File: config.mk
export PLATFORM = sky130hd
export DESIGN_NAME = fetch_queue
export DESIGN_NICKNAME = d
export VERILOG_FILES = /design/src/rtl/fetch_queue.sv
export SDC_FILE = /design/constraint.sdc
export NUM_CORES = 1
export LEC_CHECK = 0
export CORE_ASPECT_RATIO = 1.5
export CORE_MARGIN = 10
export CORE_UTILIZATION = 40
export CTS_CLUSTER_DIAMETER = 40
export DETAILED_ROUTE_END_ITERATION = 12
export HOLD_SLACK_MARGIN = 0.08
export PLACE_DENSITY = 0.75
export SYNTH_ARGS = -nofsm -noshare
export SYNTH_HDL_FRONTEND = slang
export SYNTH_SLANG_ARGS = --single-unit
File: constraint.sdc
create_clock -name clk -period 6.1 [get_ports clk]
set_clock_uncertainty 0.15 [all_clocks]
set_input_delay 1.525 -clock clk [delete_from_list [all_inputs] [get_ports clk]]
set_output_delay 1.525 -clock clk [all_outputs]
set_load 0.03 [all_outputs]
File: src/rtl/fetch_queue.sv
// fetch_queue: instruction-fetch stage. Owns the program counter, drives a
// combinational-read instruction memory and buffers fetched words with their
// PCs in a 2-entry circular queue that feeds decode over valid/ready.
// A redirect from execute flushes the queue and restarts fetch at the target.
module fetch_queue #(
  parameter logic [31:0] RESET_PC = 32'h0000_0000,
  parameter int          IMEM_AW  = 13,
  parameter logic [31:0] NOP_INST = 32'h0000_0013
) (
  input  logic               clk,
  input  logic               rst,
  output logic [IMEM_AW-1:0] imem_addr,
  input  logic [31:0]        imem_data,
  input  logic               redirect_valid,
  input  logic [31:0]        redirect_pc,
  output logic               out_valid,
  input  logic               out_ready,
  output logic [31:0]        out_inst,
  output logic [31:0]        out_pc,
  output logic [31:0]        out_pc_plus4,
  output logic               misalign_err
);

  localparam int DEPTH = 2;

  // Architectural state
  logic [31:0] pc_q, pc_d;
  logic        rd_ptr_q, rd_ptr_d;
  logic        wr_ptr_q, wr_ptr_d;
  logic [1:0]  count_q, count_d;
  logic        misalign_q, misalign_d;

  // Queue storage: data only, validity is tracked by count_q
  logic [31:0] entry_pc_q   [DEPTH];
  logic [31:0] entry_inst_q [DEPTH];
  logic [DEPTH-1:0] entry_we;

  logic pop;
  logic push;
  logic full;
  logic empty;

  assign empty = (count_q == 2'd0);
  assign full  = (count_q == 2'd2);

  // Handshake: an empty queue ignores out_ready; a full queue can still take
  // a new word in the same cycle the head leaves.
  assign pop  = ~empty & out_ready;
  assign push = ~redirect_valid & (~full | pop);

  // Per-entry write enables: only the slot under the write pointer is loaded
  generate
    for (genvar gi = 0; gi < DEPTH; gi++) begin : g_we
      assign entry_we[gi] = push & (wr_ptr_q == 1'(gi));
    end
  endgenerate

  // Next-state logic for pc, pointers, occupancy and the sticky error flag
  always_comb begin
    pc_d       = pc_q;
    rd_ptr_d   = rd_ptr_q;
    wr_ptr_d   = wr_ptr_q;
    count_d    = count_q;
    misalign_d = misalign_q;
    if (redirect_valid) begin
      // Flush wins over a simultaneous pop; the target is fetched next cycle.
      pc_d       = {redirect_pc[31:2], 2'b00};
      rd_ptr_d   = 1'b0;
      wr_ptr_d   = 1'b0;
      count_d    = 2'd0;
      misalign_d = misalign_q | (redirect_pc[1:0] != 2'b00);
    end else begin
      if (push) begin
        wr_ptr_d = ~wr_ptr_q;
        pc_d     = pc_q + 32'd4;
      end
      if (pop) begin
        rd_ptr_d = ~rd_ptr_q;
      end
      count_d = count_q + {1'b0, push} - {1'b0, pop};
    end
  end

  // Control registers with synchronous reset; reset overrides everything
  always_ff @(posedge clk) begin
    if (rst) begin
      pc_q       <= RESET_PC;
      rd_ptr_q   <= 1'b0;
      wr_ptr_q   <= 1'b0;
      count_q    <= 2'd0;
      misalign_q <= 1'b0;
    end else begin
      pc_q       <= pc_d;
      rd_ptr_q   <= rd_ptr_d;
      wr_ptr_q   <= wr_ptr_d;
      count_q    <= count_d;
      misalign_q <= misalign_d;
    end
  end

  // Queue payload capture; a reset-cycle push is harmless since count stays 0
  always_ff @(posedge clk) begin
    for (int i = 0; i < DEPTH; i++) begin
      if (entry_we[i]) begin
        entry_pc_q[i]   <= pc_q;
        entry_inst_q[i] <= imem_data;
      end
    end
  end

  // Memory address comes straight from the pc register; high bits alias
  assign imem_addr = pc_q[IMEM_AW+1:2];

  // Decode-side outputs are decoded from registers only
  always_comb begin
    out_valid = ~empty;
    out_pc    = 32'd0;
    out_inst  = NOP_INST;
    if (~empty) begin
      out_pc   = entry_pc_q[rd_ptr_q];
      out_inst = entry_inst_q[rd_ptr_q];
    end
  end

  assign out_pc_plus4 = out_pc + 32'd4;
  assign misalign_err = misalign_q;

endmodule

# Yosys cells after proc, flatten, opt, wreduce, memory -nomap -nowiden
# Memory sizes are Yosys's and may differ from the RTL's. A register that Yosys moved wholly into a read port is not among the register bits.
# Cells that the tools add are included.
[word_totals] reg_bits=37 ram_bits=128 inputBits=68 output_inout_bits=111 word_cells=48 memories=2
[op_classes] addsub=4 eq_ne=1 muxes=18 bitwise=11 n_reduce_logical=6
[memory_table] name="entry_inst_q" words=2 width=32 read_ports=1 rd_ports_with_merged_regs=1 write_ports=1 line_no="35" source="logic [31:0] entry_inst_q [DEPTH];"
[memory_table] name="entry_pc_q" words=2 width=32 read_ports=1 rd_ports_with_merged_regs=1 write_ports=1 line_no="34" source="logic [31:0] entry_pc_q [DEPTH];"
[ops] operator="$mux 32" n=6
[ops] operator="$add 32x3->32 const B" n=2
[ops] operator="$reduce_or 32->1" n=2
[ops] operator="$mux 1" n=12
[ops] operator="$not 1->1" n=5
[ops] operator="$and 1x1->1" n=4
[ops] operator="$reduce_bool 2->1" n=2
[ops] operator="$add 2x1->2" n=1
[ops] operator="$eq 2x2->1 const B" n=1
[ops] operator="$logic_not 2->1" n=1
[ops] operator="$or 1x1->1" n=2
[ops] operator="$reduce_or 2->1" n=1
[ops] operator="$sub 2x1->2" n=1

# Longest topological paths before layout
[logic_depth] ltp_word=10 ltp_mapped=12 mapped_depth_nobuf=10

# Worst setup path before layout
# No wires, ideal clock.
[synth_path] kind="input -> register" from="input redirect_valid" to="memory entry_inst_q[0][0] (enable)" setup_ps=482 t_arrival_ps=4571 required_ps=5468 path_slack_ps=897 stages=4 path_buffers=1 cell_sequence="inv_2 -> clkbuf_1 -> nand2_1 -> nor2_1"
[synth_via] elab_cells_between_ends=11 classes_between="mux: 6; bitwise: 4; reduce/logical: 1"
[synth_rtl] item="start, declared" line_no="14" source="input logic redirect_valid,"
[synth_rtl] item="$not 1->1" line_no="49" source="assign push = ~redirect_valid & (~full | pop);"
[synth_rtl] item="$and 1x1->1" line_no="49"
[synth_rtl] item="$and 1x1->1" line_no="54" source="assign entry_we[gi] = push & (wr_ptr_q == 1'(gi));"
[synth_rtl] item="via entry_we[0]" line_no="36" source="logic [DEPTH-1:0] entry_we;"
[synth_rtl] item="$mux 1" line_no="104" source="if (entry_we[i]) begin"
[synth_rtl] item="$mux 1 (not written as such)" line_no="106" source="entry_inst_q[i] <= imem_data;"
[synth_rtl] item="$mux 1 (no source line)"
[synth_rtl] item="end, declared" line_no="35"
# The timed path passes the listed nets, and every way through them passes these cells.

==> metrics.md <==
| Metric | Value |
|---|---|
| Initial DRT Pass Iterations | `4` |
| Levels on crit path | `9` |
| Class of the worst hold path | `register to register` |
| Share of synthesized registers carrying an async set or reset | `0` |
| Final hold slack | `0.300 ns` |
| Pin count of the biggest net entering global routing | `57` |
| Final design utilization | `0.540` |
| Startpoint types | `register` |
| Final setup viols | `0` |
| Slew @ Worst Pin | `0.843 ns` |
| Final hold violation count | `0` |
| Max_cap viols | `0` |
| Longest Clk Path Bufs | `2` |
| Total Power | `between 2 and 3 mW` |
| Clock share of power | `0.390` |
| Vias | `5218` |
| Total Nets Final | `845` |
| CP arrival | `between 3 and 4 ns` |
| DR vias/cell | `5.03` |
| First-pass GRT wire length | `just over 30000 um` |
| Clock Sink Count | `160` |
| Die ar. | `0.0249 mm^2` |
| P_sw | `between 0.7 and 0.8 mW` |
| Period utilisation layout | `0.887` |
| Area grow syn2layout | `32.4%` |
| Grt ovf | `0` |
| Number of port buffers | `174` |
| Vias in the first global route | `5505` |
| VDD IR max | `0.197 mV` |
| Core area | `between 0.015 and 0.02 mm^2` |
| # IOs | `179` |
| Worst path cell trace | `mux2i_1 > nor2_1 > ha_1 > o21ai_0 > a211oi_2 > nand4_4 > nor4_1 > xor2_1 > clkdlybuf4s50_1` |
| Die Height | `188 um` |
| WHS Path Cells | `2` |
| Seq cells post-synth | `160` |
| Share of layout cells above drive strength 1 | `0.0891` |
| Initial core utilization | `0.408` |
| Synth area leader | `edfxtp_1` |
| Placed cell count | `1006` |
| Outcome | `complete, no violations` |
| Flop pwr share | `0.467` |
| Final worst-path setup slack | `roughly 0.69 ns` |
| Placed instance area | `0.00941 mm^2` |
| Worst-case reg-to-reg path depth | `3` |
| Total Wirelength | `a little under 20000 um` |
| Worst skew pair latency | `0.41 ns` |
| CTS root buf | `clkbuf_16` |
| TritonCTS Buffers | `17` |
| Setup TNS Final | `0 ns` |
| CTS tree | `done` |
| Critical path class | `register to output pin` |
| Syn Inst Count | `617` |
| Finished Layout Cells | `between 1k and 1.5k` |
| GRT Total Usage | `0.153` |
| Cts repair resizes | `0` |
| Final ANT Viol Nets | `0` |
| Comb pwr share | `0.142` |
| Max Fanout on Critical Path | `25` |
| Kind of end point of the critical path | `output pin` |
| Drt drc | `0` |
| Max stage delay on crit path | `slightly below 0.7 ns` |
| Worst-path clk slew | `0.07 ns` |
| Synthesized area per cell | `12.3 um^2` |
| Power density over cell area | `~270 mW/mm^2` |
| Main area contributors after synthesis | `edfxtp_1 (49%), dfxtp_1 (9.5%), mux2i_1 (8.1%), xor2_1 (4.9%), nor2_1 (4.6%)` |
| Post-CTS Repair Setup Buffers | `0` |
| Main synth FF type | `edfxtp_1` |
| Die Width | `132 um` |
| EDFF count, synth | `124` |
| Pre-CTS worst setup slack | `1.09 ns` |
| Post-Syn Area | `0.00756 mm^2` |
| Row count | `61` |
| Switching share of power | `0.258` |
| Commonest cells post-synth | `edfxtp_1 (124), nor2_1 (93), mux2i_1 (61), xor2_1 (42), dfxtp_1 (36)` |
| Final Cell Area | `between 0.01 and 0.015 mm^2` |
| Slew Limit Fails | `0` |
| Relative slew slack | `0.436` |
| Pint | `2.03 mW` |
| Routed len/inst | `18.6 um` |
| Most frequent cell after synthesis | `edfxtp_1` |
| Number of H-tree levels | `4` |
| Dpl hpwl | `14800 um` |
| Sequential share of the synthesized area | `0.588` |
| Required time of the critical path | `4.43 ns` |
| Initial antenna violation count | `0` |
| RePlAce Congestion | `between 0.8 and 0.9` |
| Final period demand of the worst path | `5.41 ns` |
| Fmax | `about 0.18 GHz` |
| Unrepaired setup endpoints after global routing | `no` |
| Share of the synthesized area in the top cell type | `0.492` |
| Yosys warnings | `0` |
| Slowest stage cell on the critical path | `clkdlybuf4s50_1` |
| Critical path buffers and inverters | `1` |
| CTS Hold Buffers Added | `0` |
| Detailed Route Iter0 Violations | `roughly 380` |
| Diodes inserted | `0` |
| Synth unique cells | `45` |
| CP top delay family | `simple AND/OR/NAND/NOR gates` |
| LEAKAGE | `3.36 nW` |
==> worst paths after layout <==
| check | from | to | slack (ns) |
|---|---|---|---|
| min | misalign_err | misalign_err | 0.30 |
| max | register | out_pc_plus4[26] | 0.69 |
| min reg2reg | misalign_err | misalign_err | 0.30 |
| max reg2reg | count_q[0] | entry_pc_q[1][23] | 3.62 |
==> layer usage <==
layer,global-route usage,share of wire,vias up
li1,-,-,2541
met2,0.281,0.55,121
met3,0.0349,0.042,25
met1,0.160,0.38,2531
met4,0.0734,0.032,0
met5,0,0,-
==> kinds of logic after synthesis <==
logic type / Yosys count / synth area share
xor gates and xnor gates: 61 / 0.0706
DFF: 160 / 0.588
adders and majority gates: 4 / 0.00662
buffers and inverters: 58 / 0.0457
muxes: 62 / 0.0822
and+or+nand+nor: 226 / 0.158
AOI/OAI and AO/OA: 45 / 0.0490
other: 1 / 0.000496
==> registers in the layout, summed over array words and instances, names as in the netlist, named ones only <==
register      count
entry_inst_q     64
entry_pc_q       60
pc_q             30
count_q           2
misalign_err      1
rd_ptr_q          1
wr_ptr_q          1
==> placed cells by master, fill, tap and decap left out, drive strengths merged, types with 5 or more instances in the layout <==
| cell | instances |
|---|---|
| clkdlybuf4s50 | 174 |
| edfxtp | 124 |
| nor2 | 96 |
| mux2i | 61 |
| xor2 | 42 |
| dfxtp | 36 |
| nand2 | 30 |
| nand3 | 29 |
| a211oi | 29 |
| nand4 | 23 |
| xnor2 | 19 |
| clkbuf | 19 |
| inv | 16 |
| nor3 | 11 |
| nor4 | 11 |
| buf | 8 |
| nand3b | 8 |
| o21ai | 7 |
| a21oi | 6 |
| and3 | 6 |
| and4 | 5 |
==> power by group through the flow <==
stage                     Combinational [mW]  Sequential, mW  Clock (mW)
after floorplan                        0.234            1.29           0
after global placement                 0.391            1.30           0
after detailed placement               0.394            1.31           0
after CTS                              0.395            1.28        1.10
after global routing                   0.417            1.29        1.14
final                                  0.391            1.28        1.07
==> worst reg2reg max path, cell delays in order, from the launching register on <==
cell,delay [ns]
dfxtp_1,0.44
or3b_2,0.25
and3_2,0.66
buf_4,0.60
==> final cells by class <==
| class | count | area [um^2] |
|---|---|---|
| Clock buffer | 19 | 453 |
| Clock inverter | 13 | 150 |
| Inverter | 10 | 37.5 |
| Tap cell | 252 | 315 |
| Timing Repair Buffer | 182 | 1810 |
| Fill cell | 1587 | 8530 |
| Sequential cell | 160 | 4450 |
| Multi-Input combinational cell | 402 | 2800 |
(Power assumes the default switching activity.)
